$ cat config.mk
export PLATFORM = sky130hd
export DESIGN_NAME = alu_issue_flat
export DESIGN_NICKNAME = d
export VERILOG_FILES = /design/src/rtl/alu_issue_pkg.sv /design/src/rtl/alu_issue_if.sv /design/src/rtl/alu_issue_decode.sv /design/src/rtl/alu_issue.sv /design/src/flat_wrapper.sv
export SDC_FILE = /design/constraint.sdc
export NUM_CORES = 1
export LEC_CHECK = 0
export ABC_AREA = 1
export CAP_MARGIN = 5
export CELL_PAD_IN_SITES_DETAIL_PLACEMENT = 0
export CELL_PAD_IN_SITES_GLOBAL_PLACEMENT = 2
export CORE_MARGIN = 1.5
export CORE_UTILIZATION = 36
export CTS_CLUSTER_DIAMETER = 200
export DETAILED_ROUTE_END_ITERATION = 10
export DONT_BUFFER_PORTS = 1
export MAX_ROUTING_LAYER = met4
export PLACE_DENSITY = 0.81
export SETUP_SLACK_MARGIN = 0.1
export SYNTH_ARGS = -nofsm -noshare
export SYNTH_HDL_FRONTEND = slang
export SYNTH_SLANG_ARGS = --single-unit
$ cat constraint.sdc
create_clock -name clk -period 4.5 [get_ports clk]
set_input_delay 0.9 -clock clk [delete_from_list [all_inputs] [get_ports clk]]
set_output_delay 0.9 -clock clk [all_outputs]
set_load 0.02 [all_outputs]
$ cat src/rtl/alu_issue_pkg.sv
// Shared encodings and the stage-1 record for the RV32I ALU issue/writeback stage.
package alu_issue_pkg;

  localparam int XLEN = 32;

  localparam logic [6:0] OPC_OP    = 7'b0110011;
  localparam logic [6:0] OPC_OPIMM = 7'b0010011;

  localparam logic [2:0] F3_ADD  = 3'b000;
  localparam logic [2:0] F3_SLL  = 3'b001;
  localparam logic [2:0] F3_SLT  = 3'b010;
  localparam logic [2:0] F3_SLTU = 3'b011;
  localparam logic [2:0] F3_XOR  = 3'b100;
  localparam logic [2:0] F3_SR   = 3'b101;
  localparam logic [2:0] F3_OR   = 3'b110;
  localparam logic [2:0] F3_AND  = 3'b111;

  localparam logic [6:0] F7_BASE = 7'b0000000;
  localparam logic [6:0] F7_ALT  = 7'b0100000;

  typedef struct packed {
    logic [XLEN-1:0] a;
    logic [XLEN-1:0] b;
    logic [2:0]      funct3;
    logic            control;
    logic            lt;
    logic            ltu;
    logic [4:0]      rd;
    logic            illegal;
  } issue_t;

endpackage

$ cat src/rtl/alu_issue_if.sv
// Bundle of the instruction input, ALU drive/result and writeback output signals.
interface alu_issue_if;
  import alu_issue_pkg::*;

  logic            flush;
  logic            in_valid;
  logic            in_ready;
  logic [31:0]     in_instr;
  logic [XLEN-1:0] in_rs1_val;
  logic [XLEN-1:0] in_rs2_val;
  logic [XLEN-1:0] alu_a;
  logic [XLEN-1:0] alu_b;
  logic [2:0]      alu_operation;
  logic            alu_control;
  logic            alu_lt;
  logic            alu_ltu;
  logic [XLEN-1:0] alu_result;
  logic            out_valid;
  logic            out_ready;
  logic [4:0]      out_rd;
  logic [XLEN-1:0] out_data;
  logic            out_we;
  logic            out_illegal;

  modport slave (
    input  flush, in_valid, in_instr, in_rs1_val, in_rs2_val, alu_result, out_ready,
    output in_ready, alu_a, alu_b, alu_operation, alu_control, alu_lt, alu_ltu,
           out_valid, out_rd, out_data, out_we, out_illegal
  );

  modport master (
    output flush, in_valid, in_instr, in_rs1_val, in_rs2_val, alu_result, out_ready,
    input  in_ready, alu_a, alu_b, alu_operation, alu_control, alu_lt, alu_ltu,
           out_valid, out_rd, out_data, out_we, out_illegal
  );
endinterface

$ cat src/rtl/alu_issue_decode.sv
// Combinational OP/OP-IMM decode: selects operand b, ALU controls, compare flags and legality.
module alu_issue_decode
  import alu_issue_pkg::*;
(
  input  logic [31:0]     i_instr,
  input  logic [XLEN-1:0] i_rs1_val,
  input  logic [XLEN-1:0] i_rs2_val,
  output issue_t          o_issue
);

  logic [6:0]      w_opcode;
  logic [2:0]      w_f3;
  logic [6:0]      w_f7;
  logic [XLEN-1:0] w_imm;
  logic [XLEN-1:0] w_b;
  logic            w_illegal;
  logic            w_control;
  logic [4:0]      w_unused_rs1_idx;

  assign w_opcode         = i_instr[6:0];
  assign w_f3             = i_instr[14:12];
  assign w_f7             = i_instr[31:25];
  assign w_imm            = {{20{i_instr[31]}}, i_instr[31:20]};
  assign w_unused_rs1_idx = i_instr[19:15];

  always_comb begin
    w_b       = i_rs2_val;
    w_illegal = 1'b1;
    w_control = 1'b0;
    if (w_opcode == OPC_OP) begin
      w_illegal = !((w_f7 == F7_BASE) ||
                    ((w_f7 == F7_ALT) && ((w_f3 == F3_ADD) || (w_f3 == F3_SR))));
      w_control = ((w_f3 == F3_ADD) || (w_f3 == F3_SR)) && i_instr[30];
    end else if (w_opcode == OPC_OPIMM) begin
      // Only shifts carry an f7 field; ADDI with imm[10]=1 must not become a subtract.
      w_b       = w_imm;
      w_illegal = 1'b0;
      case (w_f3)
        F3_SLL: w_illegal = (w_f7 != F7_BASE);
        F3_SR: begin
          w_illegal = !((w_f7 == F7_BASE) || (w_f7 == F7_ALT));
          w_control = i_instr[30];
        end
        default: ;
      endcase
    end
  end

  always_comb begin
    o_issue         = '0;
    o_issue.a       = i_rs1_val;
    o_issue.b       = w_b;
    o_issue.funct3  = w_f3;
    o_issue.control = w_control;
    o_issue.lt      = $signed(i_rs1_val) < $signed(w_b);
    o_issue.ltu     = i_rs1_val < w_b;
    o_issue.rd      = i_instr[11:7];
    o_issue.illegal = w_illegal;
  end

endmodule

$ cat src/rtl/alu_issue.sv
// Two-stage issue/writeback pipeline around an external combinational RV32I ALU.
module alu_issue
  import alu_issue_pkg::*;
(
  input  logic       clk,
  input  logic       rst,
  alu_issue_if.slave bus
);

  issue_t          w_dec;
  issue_t          r_s1;
  logic            r_s1_valid;
  logic            r_out_valid;
  logic            r_out_illegal;
  logic [4:0]      r_out_rd;
  logic [XLEN-1:0] r_out_data;
  logic            w_s2_free;
  logic            w_in_ready;
  logic            w_accept;
  logic            w_capture;

  alu_issue_decode u_decode (
    .i_instr   (bus.in_instr),
    .i_rs1_val (bus.in_rs1_val),
    .i_rs2_val (bus.in_rs2_val),
    .o_issue   (w_dec)
  );

  assign w_s2_free  = !r_out_valid || bus.out_ready;
  assign w_in_ready = !r_s1_valid || w_s2_free;
  assign w_accept   = bus.in_valid && w_in_ready;
  assign w_capture  = r_s1_valid && w_s2_free;

  always_ff @(posedge clk or posedge rst) begin
    if (rst) begin
      r_s1          <= '0;
      r_s1_valid    <= 1'b0;
      r_out_valid   <= 1'b0;
      r_out_illegal <= 1'b0;
      r_out_rd      <= '0;
      r_out_data    <= '0;
    end else if (bus.flush) begin
      // Data registers keep stale contents; only the valid bits matter.
      r_s1_valid  <= 1'b0;
      r_out_valid <= 1'b0;
    end else begin
      if (w_accept) begin
        r_s1       <= w_dec;
        r_s1_valid <= 1'b1;
      end else if (w_capture) begin
        r_s1_valid <= 1'b0;
      end
      if (w_capture) begin
        r_out_valid   <= 1'b1;
        r_out_data    <= r_s1.illegal ? '0 : bus.alu_result;
        r_out_rd      <= r_s1.illegal ? 5'd0 : r_s1.rd;
        r_out_illegal <= r_s1.illegal;
      end else if (bus.out_ready) begin
        r_out_valid <= 1'b0;
      end
    end
  end

  assign bus.in_ready      = w_in_ready;
  assign bus.alu_a         = r_s1.a;
  assign bus.alu_b         = r_s1.b;
  assign bus.alu_operation = r_s1.funct3;
  assign bus.alu_control   = r_s1.control;
  assign bus.alu_lt        = r_s1.lt;
  assign bus.alu_ltu       = r_s1.ltu;
  assign bus.out_valid     = r_out_valid;
  assign bus.out_rd        = r_out_rd;
  assign bus.out_data      = r_out_data;
  assign bus.out_illegal   = r_out_illegal;
  assign bus.out_we        = r_out_valid && !r_out_illegal && (r_out_rd != 5'd0);

endmodule

$ cat src/flat_wrapper.sv
// flat-port wrapper written by rule: the top's interface ports become plain ports
module alu_issue_flat import alu_issue_pkg::*;
  (clk, rst, bus_flush, bus_in_valid, bus_in_instr, bus_in_rs1_val, bus_in_rs2_val, bus_alu_result, bus_out_ready, bus_in_ready, bus_alu_a, bus_alu_b, bus_alu_operation, bus_alu_control, bus_alu_lt, bus_alu_ltu, bus_out_valid, bus_out_rd, bus_out_data, bus_out_we, bus_out_illegal);
  alu_issue_if bus_i ();
  input  logic clk;
  input  logic rst;
  input wire logic [$bits(bus_i.flush)-1:0] bus_flush;
  input wire logic [$bits(bus_i.in_valid)-1:0] bus_in_valid;
  input wire logic [$bits(bus_i.in_instr)-1:0] bus_in_instr;
  input wire logic [$bits(bus_i.in_rs1_val)-1:0] bus_in_rs1_val;
  input wire logic [$bits(bus_i.in_rs2_val)-1:0] bus_in_rs2_val;
  input wire logic [$bits(bus_i.alu_result)-1:0] bus_alu_result;
  input wire logic [$bits(bus_i.out_ready)-1:0] bus_out_ready;
  output wire logic [$bits(bus_i.in_ready)-1:0] bus_in_ready;
  output wire logic [$bits(bus_i.alu_a)-1:0] bus_alu_a;
  output wire logic [$bits(bus_i.alu_b)-1:0] bus_alu_b;
  output wire logic [$bits(bus_i.alu_operation)-1:0] bus_alu_operation;
  output wire logic [$bits(bus_i.alu_control)-1:0] bus_alu_control;
  output wire logic [$bits(bus_i.alu_lt)-1:0] bus_alu_lt;
  output wire logic [$bits(bus_i.alu_ltu)-1:0] bus_alu_ltu;
  output wire logic [$bits(bus_i.out_valid)-1:0] bus_out_valid;
  output wire logic [$bits(bus_i.out_rd)-1:0] bus_out_rd;
  output wire logic [$bits(bus_i.out_data)-1:0] bus_out_data;
  output wire logic [$bits(bus_i.out_we)-1:0] bus_out_we;
  output wire logic [$bits(bus_i.out_illegal)-1:0] bus_out_illegal;
  assign bus_i.flush = bus_flush;
  assign bus_i.in_valid = bus_in_valid;
  assign bus_i.in_instr = bus_in_instr;
  assign bus_i.in_rs1_val = bus_in_rs1_val;
  assign bus_i.in_rs2_val = bus_in_rs2_val;
  assign bus_i.alu_result = bus_alu_result;
  assign bus_i.out_ready = bus_out_ready;
  assign bus_in_ready = bus_i.in_ready;
  assign bus_alu_a = bus_i.alu_a;
  assign bus_alu_b = bus_i.alu_b;
  assign bus_alu_operation = bus_i.alu_operation;
  assign bus_alu_control = bus_i.alu_control;
  assign bus_alu_lt = bus_i.alu_lt;
  assign bus_alu_ltu = bus_i.alu_ltu;
  assign bus_out_valid = bus_i.out_valid;
  assign bus_out_rd = bus_i.out_rd;
  assign bus_out_data = bus_i.out_data;
  assign bus_out_we = bus_i.out_we;
  assign bus_out_illegal = bus_i.out_illegal;
  alu_issue u_core (.clk(clk), .rst(rst), .bus(bus_i));
endmodule
=== Word level (Yosys, flattened, before mapping) ===
Index checks and enable logic that the tools add are counted.
W data, S select, Z words.

* Register bits: 116
* Bits in latches: 0
* RAM bits: 0
* Bits in read-only memories: 0
* Output and inout port bits: 111
* Word-level logic and storage cells: 61
* Memories: 0

* $add $sub $neg: 0
* Multiply operators: 0
* Div/mod/pow operators: 0
* Magnitude comparators: 2
* Eq/ne operators: 5
* Shifts and indexed selects: 0
* Mux-type cells: 16
* Bitwise logic cells: 1
* Reductions and logical operators: 24

{| class="wikitable"
|+ Operator list
! cell !! number
|-
| $mux W32 || 3
|-
| $lt A32 B32 Y1 || 2
|-
| $eq A7 B6 Y1 const B || 2
|-
| $mux W1 || 11
|-
| $eq A7 B5 Y1 const B || 1
|-
| $logic_not A7 Y1 || 1
|-
| $reduce_bool A7 Y1 || 1
|-
| $logic_and A1 B1 Y1 || 6
|-
| $reduce_bool A3 Y1 || 2
|-
| $logic_not A1 Y1 || 5
|-
| $logic_or A1 B1 Y1 || 5
|-
| $mux W5 || 1
|-
| $reduce_bool A5 Y1 || 1
|-
| $reduce_and A2 Y1 || 2
|-
| $eq A3 B1 Y1 const B || 1
|-
| $eq A3 B3 Y1 const B || 1
|-
| $logic_not A3 Y1 || 1
|-
| $pmux W1 S2 || 1
|-
| $not A1 Y1 || 1
|}

=== Depth between registers and ports, before layout ===
Gate-level depths: netlist of the first run.

* Depth in word-level cells: 6
* Gate-level depth with buffers: 20
* Depth with buffers taken out: 19

=== Hierarchy ===
Synthesis of the first run repeated with hierarchy kept, for this count alone.

* Cells, all modules: 906
* Area, all modules: 6944.2 µm²

{| class="wikitable"
|+ By module, submodules not included
! module !! times used !! cells an instance !! area an instance (µm²)
|-
| alu_issue || 1 || 658 || 5400.2
|-
| alu_issue_decode || 1 || 248 || 1544.0
|}

=== Least setup slack after synthesis of the first run ===
Ideal clock, no wire load.

* Path kind: in2reg
* Start point: input bus_in_instr[2]
* End point: register u_core.r_s1 (netlist bit u_core.bus.alu_lt)
* Setup time: 117 ps
* Arrival time: 2685 ps
* Path slack: 1698 ps
* Stages on the path: 18
* Cells stage by stage: inv_1 nand2_1 nor2_2 nand2_1 inv_1 clkbuf_1 o21ai_0 ha_1 nand2_1 inv_1 nand3_1 nor3_1 and3_1 nand2_1 nand2_1 nand2_1 nand3_1 nand2_1

* Longest elaborated chain between the ends: 4
* Elaborated cells on any way between the ends: 5
* Classes of those cells: 1 x order compare; 2 x eq/ne; 2 x mux

{| class="wikitable"
|+ RTL lines
! item !! RTL line !! RTL
|-
| start, declared || flat_wrapper.sv:9 || <nowiki>input wire logic [$bits(bus_i.in_instr)-1:0] bus_in_instr;</nowiki>
|-
| $eq A7 B5 Y1 || alu_issue_decode.sv:34 || <nowiki>end else if (w_opcode == OPC_OPIMM) begin</nowiki>
|-
| $mux W32 || alu_issue_decode.sv:34 ||
|-
| $mux W32 * || alu_issue_decode.sv:30 || <nowiki>if (w_opcode == OPC_OP) begin</nowiki>
|-
| $lt A32 B32 Y1 * || alu_issue_decode.sv:55 || <nowiki>o_issue.lt = $signed(i_rs1_val) < $signed(w_b);</nowiki>
|-
| end signal, assigned || alu_issue.sv:48 || <nowiki>r_s1 <= w_dec;</nowiki>
|-
| end, declared || alu_issue.sv:11 || <nowiki>issue_t r_s1;</nowiki>
|}

Mark *: on every way between the ends. The rest lies on a longest branch, timed or not.
A chain may end at the register's enable or synchronous reset.

=== Worst setup path in the final report of the first run ===
Ends and elaborated chain as after synthesis.

==> out/metrics.yaml, run 1 <==
drt:
  viasPerCell: 4.99
  routed_wirelength_um: 13900
  dr.pass1.iters: 4
  dr_total_vias: 3917
  routedWlPerCell_um: 17.7
  drc: 0
  detail-route-antenna-nets: 0
  drtIter0Drc: 178
die:
  die_height_um: 129
  num_rows: 46
  pin_count: 244
  core_mm2: 0.0158
  dieArea_mm2: 0.0168
  start_util: 0.365
  fp.dieW_um: 129
clocking:
  cts.path.max_buffers: 2
  cts_buffers: 17
  cts_sinks: 116
  cts_hold_buf: 0
  cts_setup_buffers: 0
  cts-root-buf: "clkbuf_16"
  cts_max_level: 4
  cts_tree: "built"
  ctsResizeCount: 0
  clk_pin_slew_ns: 0.06
  clk_latency_ns: 0.41
synth:
  synth_area_per_cell_um2: 9.20
  synthFlopType: "dfrtp_1"
  synth_cells: 626
  synth_seq_area_share: 0.504
  synth_cell_type_count: 30
  synth_edf_count: 0
  synthArstFlopShare: 1.00
  yosys_warnings: 0
  syn_nets: 790
  syn-cell-area_mm2: 0.00576
  synth-seq-cells: 116
layout:
  antennaDiodeCount: 0
  nets: 720
  final_core_util: 0.385
  drive_gt1_frac: 0.0808
  syn_to_final_growth_pct: 5.30
critical_path:
  crit_required_ns: 4.79
  critPathMaxFanout: 21
  crit_path_end_kind: "register"
  worstSetupStartpointType: "primary input"
  path_class: "primary input to register"
  arrival_ns: 3.69
sta:
  rsz0062_at_grt: "no"
  slew_violations: 0
  worstMarginPinSlew_ns: 0.826
  hold_viol: 0
  skew_ns: 0.00503
  slew_headroom: 0.449
  max_freq_mhz: 294
  period_minus_slack_ns: 3.40
  setup_viol: 0
  setup_tns_ns: 0
  period_share: 0.755
placed_design:
  io_buffers: 0
  gp_congestion: 0.760
  dp_hpwl_um: 10100
global_routing:
  grt_pass1_wl_um: 20600
  grt_pass1_vias: 3834
  grt_max_degree: 63
  overflow: 0
  track_usage: 0.170
  antenna_found_initial: 0
pwr:
  switching_share: 0.303
  p_switching_uw: 948
  clock_power_share: 0.438
  p_seq_frac: 0.473
  comb_power_share: 0.089
  leakagePower_nw: 3.02
  p_per_area_mw_per_mm2: 516
  ir_worst_vdd_uv: 248
  p_int_mw: 2.18
run_status:
  outcome: "finished, final reports clean"
flow_run:
  cap_violations: 0
worst_hold_path:
  min_path_type: "primary input to asynchronous set/reset pin"
[layout by cell type (no fill, tap or decap), drive strengths merged, types with 2 or more instances in the layout]
cell	instances
nor4	2
a211oi	2
nor2	15
ha	31
nand3	9
nand2	181
nor3	4
mux2i	8
clkinvlp	3
clkinv	6
buf	5
clkbuf	17
inv	36
dfrtp	116
o21ai	71
o22ai	3
a21oi	17
bufinv	3
a22o	33
[per-layer routing]
layer | track usage | vias to the layer above | share of wire
met5 | - | - | 0
met4 | 0.0712 | 0 | 0.021
met3 | 0.0619 | 27 | 0.097
met2 | 0.273 | 182 | 0.47
met1 | 0.190 | 1827 | 0.41
li1 | - | 1881 | -
[through the flow]
step	instances	instance area [um2]	setup slack, ns	total power [mW]	hold WS [ns]
2_1_floorplan	626	5760	0.528	1.80	0.450
3_3_place_gp	753	5460	0.793	1.77	0.467
3_5_place_dp	753	5460	0.640	1.78	0.471
4_1_cts	785	6070	1.08	3.18	0.383
5_1_grt	785	6070	0.749	3.29	0.409
6_report	785	6070	1.10	3.13	0.372
[sequential cells by signal, summed over array words and instances, names as in the netlist]
| signal | flops |
|---|---|
| u_core.bus.out_illegal | 1 |
| u_core.bus.out_data | 32 |
| u_core.bus.alu_lt | 1 |
| u_core.bus.alu_control | 1 |
| u_core.r_s1_valid | 1 |
| u_core.bus.out_valid | 1 |
| u_core.bus.alu_a | 32 |
| u_core.bus.alu_operation | 3 |
| u_core.bus.alu_b | 32 |
| u_core.bus.alu_ltu | 1 |
| u_core.r_s1 | 6 |
| u_core.bus.out_rd | 5 |
[power by group through the flow]
| stage | clock (mW) | sequential (mW) | combinational [mW] |
|---|---|---|---|
| floorplan | 0 | 1.35 | 0.453 |
| detailed placement | 0 | 1.50 | 0.285 |
| finish | 1.37 | 1.48 | 0.278 |
| global placement | 0 | 1.50 | 0.274 |
| global route | 1.46 | 1.50 | 0.329 |
| CTS | 1.41 | 1.48 | 0.287 |
[cell type report]
| class | instances | area [um2] |
|---|---|---|
| fillers | 1614 | 9700 |
| flip-flops and latches | 116 | 2900 |
| multi-input cells | 383 | 2120 |
| clock buffers | 17 | 425 |
| well taps | 216 | 270 |
| clock inverters | 15 | 180 |
| inverters | 33 | 126 |
| repair buffers | 5 | 37.5 |
[worst max-delay path, stage by stage]
cell and delay, ns:
inv_1 0.02, nand2_1 0.08, nor2_2 0.05, nand2_1 0.05, buf_4 0.22, inv_1 0.08
nand2_1 0.52, o21ai_0 0.32, ha_1 0.42, nand2_1 0.08, inv_1 0.05, nand3_1 0.08
nor3_1 0.27, and3_1 0.21, nand2_1 0.06, nand2_1 0.08, nand2_1 0.05, nand3_1 0.07
nand2_1 0.07
[worst paths after layout]
kind,startpoint,end,slack (ns),cells after the start
max,bus_in_instr[2],u_core.bus.alu_lt,1.10,19
min,rst,u_core.bus.alu_a[15],0.37,1
max reg2reg,u_core.bus.out_valid,u_core.r_s1[0],2.06,7
min reg2reg,u_core.r_s1[5],u_core.r_s1[5],0.48,2
max in group asynchronous,rst,u_core.r_s1[5],3.17,2
min in group clk,u_core.r_s1[5],u_core.r_s1[5],0.48,2
[cell usage after synthesis (all sizes together), types with 2 or more instances]
library cell    n  area share
a211oi          2      0.0026
a21oi          17       0.015
a22o           33       0.050
buf            81       0.099
clkbuf         13      0.0085
dfrtp         116        0.50
ha             31       0.067
inv            33       0.022
mux2i           8       0.014
nand2         181        0.12
nand3           9      0.0078
nor2           15       0.012
nor3            4      0.0043
nor4            2      0.0022
o21ai          71       0.062
o22ai           3      0.0033
[cells by family after synthesis]
family          count (synthesis)  share of synthesized area
buf+inv                       127                      0.129
compound gates                131                      0.139
simple gates                  213                      0.147
fa+ha+maj                      31                     0.0673
flops                         116                      0.504
mux                             8                     0.0139
No activity file was read; power rests on OpenSTA's default activity.
==> inputs of run 2 (changes only) <==
- CORE_UTILIZATION: 36 -> 32
- PLACE_DENSITY: 0.81 -> 0.76
- clock period: 4.5 -> 2.84 ns (I/O delays scaled with it)
==> run 2 against run 1 <==
  * Die area increased by 12%
  * Clock-buffer cell count increased by 1
  * Worst hold slack got worse by 0.25 ns
  * Critical path type unchanged
  * Wire length increased by 5.7%
  * Setup slack got worse by 0.60 ns
  * Final cell count increased by 2.8%
==> out/metrics.yaml, run 2 (synthesized netlist as in run 1, its figures left out) <==
flow_run:
  cap_violations: 0
clocking:
  cts_hold_buf: 0
  cts_tree: "built"
  clk_latency_ns: 0.41
  cts_setup_buffers: 0
  ctsResizeCount: 0
  clk_pin_slew_ns: 0.06
  cts_buffers: 17
  cts.path.max_buffers: 2
  cts-root-buf: "clkbuf_16"
  cts_sinks: 116
  cts_max_level: 4
drt:
  drtIter0Drc: 156
  drc: 0
  routed_wirelength_um: 14700
  routedWlPerCell_um: 18.2
  viasPerCell: 4.88
  detail-route-antenna-nets: 0
  dr.pass1.iters: 4
  dr_total_vias: 3938
sta:
  worstMarginPinSlew_ns: 0.689
  setup_viol: 0
  period_share: 0.823
  skew_ns: 0.00864
  slew_violations: 0
  slew_headroom: 0.540
  hold_viol: 0
  rsz0062_at_grt: "no"
  setup_tns_ns: 0
  fin_ws_ns: 0.501
  max_freq_mhz: 428
  period_minus_slack_ns: 2.34
critical_path:
  crit_buf_inv: 3
  arrival_ns: 2.64
  slowest_stage: "ha_1"
  max_stage_delay_ns: 0.33
  worstSetupStartpointType: "primary input"
  path_cells: "inv_1 > nand2_1 > nor2_2 > nand2_1 > inv_1 > nand2_1 > buf_4 > o21ai_0 > ha_1 > nand2_1 > nor3_1 > and3_1 > nand2_1 > nand2_1 > nand2_1 > nand3_1 > nand2_1"
  critPathMaxFanout: 10
  timing.critical_path.mode_cell: "nand2_1"
  path_class: "primary input to register"
  critPathTopFamily: "simple AND/OR/NAND/NOR gates"
  crit_path_end_kind: "register"
  crit_required_ns: 3.14
die:
  die_height_um: 137
  start_util: 0.331
  fp.dieW_um: 137
  num_rows: 48
  core_mm2: 0.0174
  dieArea_mm2: 0.0188
  pin_count: 244
layout:
  filler_cell_count: 1756
  final_cell_mix: "nand2_1 (180), dfrtp_1 (116), o21ai_0 (69)"
  stdcell_count: 807
  final_core_util: 0.357
  layout_commonest_cell: "nand2_1"
  syn_to_final_growth_pct: 8.04
  drive_gt1_frac: 0.0967
  nets: 730
pwr:
  leakagePower_nw: 3.09
  p_per_area_mw_per_mm2: 808
  ir_worst_vdd_uv: 398
placed_design:
  dp.cells: 772
  dp_hpwl_um: 10900
  io_buffers: 0
  gp_congestion: 0.782
  preCtsSetupSlack_ns: 0.0124
global_routing:
  grt_max_degree: 110
  antenna_found_initial: 3
  grt_pass1_wl_um: 21800
  overflow: 0
  grt_pass1_vias: 4029
  track_usage: 0.161
worst_hold_path:
  min_path_type: "primary input to asynchronous set/reset pin"
run_status:
  outcome: "finished, final reports clean"
run 2: changes by cell type in the layout (fill, tap and decap cells not counted), sizes merged:
| cell | change |
|---|---|
| clkbuf | +1 |
| diode | +3 |
| buf | +10 |
| clkinv | +1 |
| inv | -2 |
run 2: routing by layer:
layer  global-route usage  vias up  share of wire
li1                     -     1899              -
met5                    -        -              0
met1                0.182     1845           0.40
met3               0.0765       16           0.12
met4               0.0509        0          0.012
met2                0.253      178           0.47
run 2: per-stage QoR:
step                      hold WS [ns]  area [um2]  power (mW)
after detailed placement         0.475        5600        2.85
after global placement           0.465        5600        2.83
after floorplan                  0.450        5760        2.85
after CTS                        0.122        6220        5.11
after global routing             0.147        6220        5.30
final                            0.127        6220        5.03
run 2: path summary, 6_finish.rpt:
path	startpoint	end	slack (ns)	depth (start not counted)
worst max-delay path	bus_in_instr[2]	u_core.bus.alu_lt	0.50	17
worst min-delay path	rst	u_core.bus.out_data[6]	0.13	1
worst max register to register	u_core.bus.out_valid	u_core.bus.alu_a[14]	0.85	8
worst min register to register	u_core.r_s1[5]	u_core.r_s1[5]	0.49	2
max in group asynchronous	rst	u_core.bus.alu_a[29]	2.00	2
min in group clk	bus_flush	u_core.r_s1_valid	0.21	1
run 2: cell type report:
type	count	area (um2)	area share
inverters	33	128	0.0205
diodes	3	7.51	0.00121
repair buffers	15	163	0.0261
clock inverters	14	179	0.0287
flip-flops and latches	116	2900	0.466
clock buffers	18	439	0.0706
well taps	225	282	0.0452
multi-input cells	383	2120	0.341
run 2: power by group:
part           switching, mW  leakage [nW]  total [mW]  internal (mW)
combinational          0.264          1.33       0.462          0.198
sequential             0.459          1.47        2.34           1.89
clock                  0.810         0.298        2.22           1.41
total                   1.53          3.09        5.03           3.50
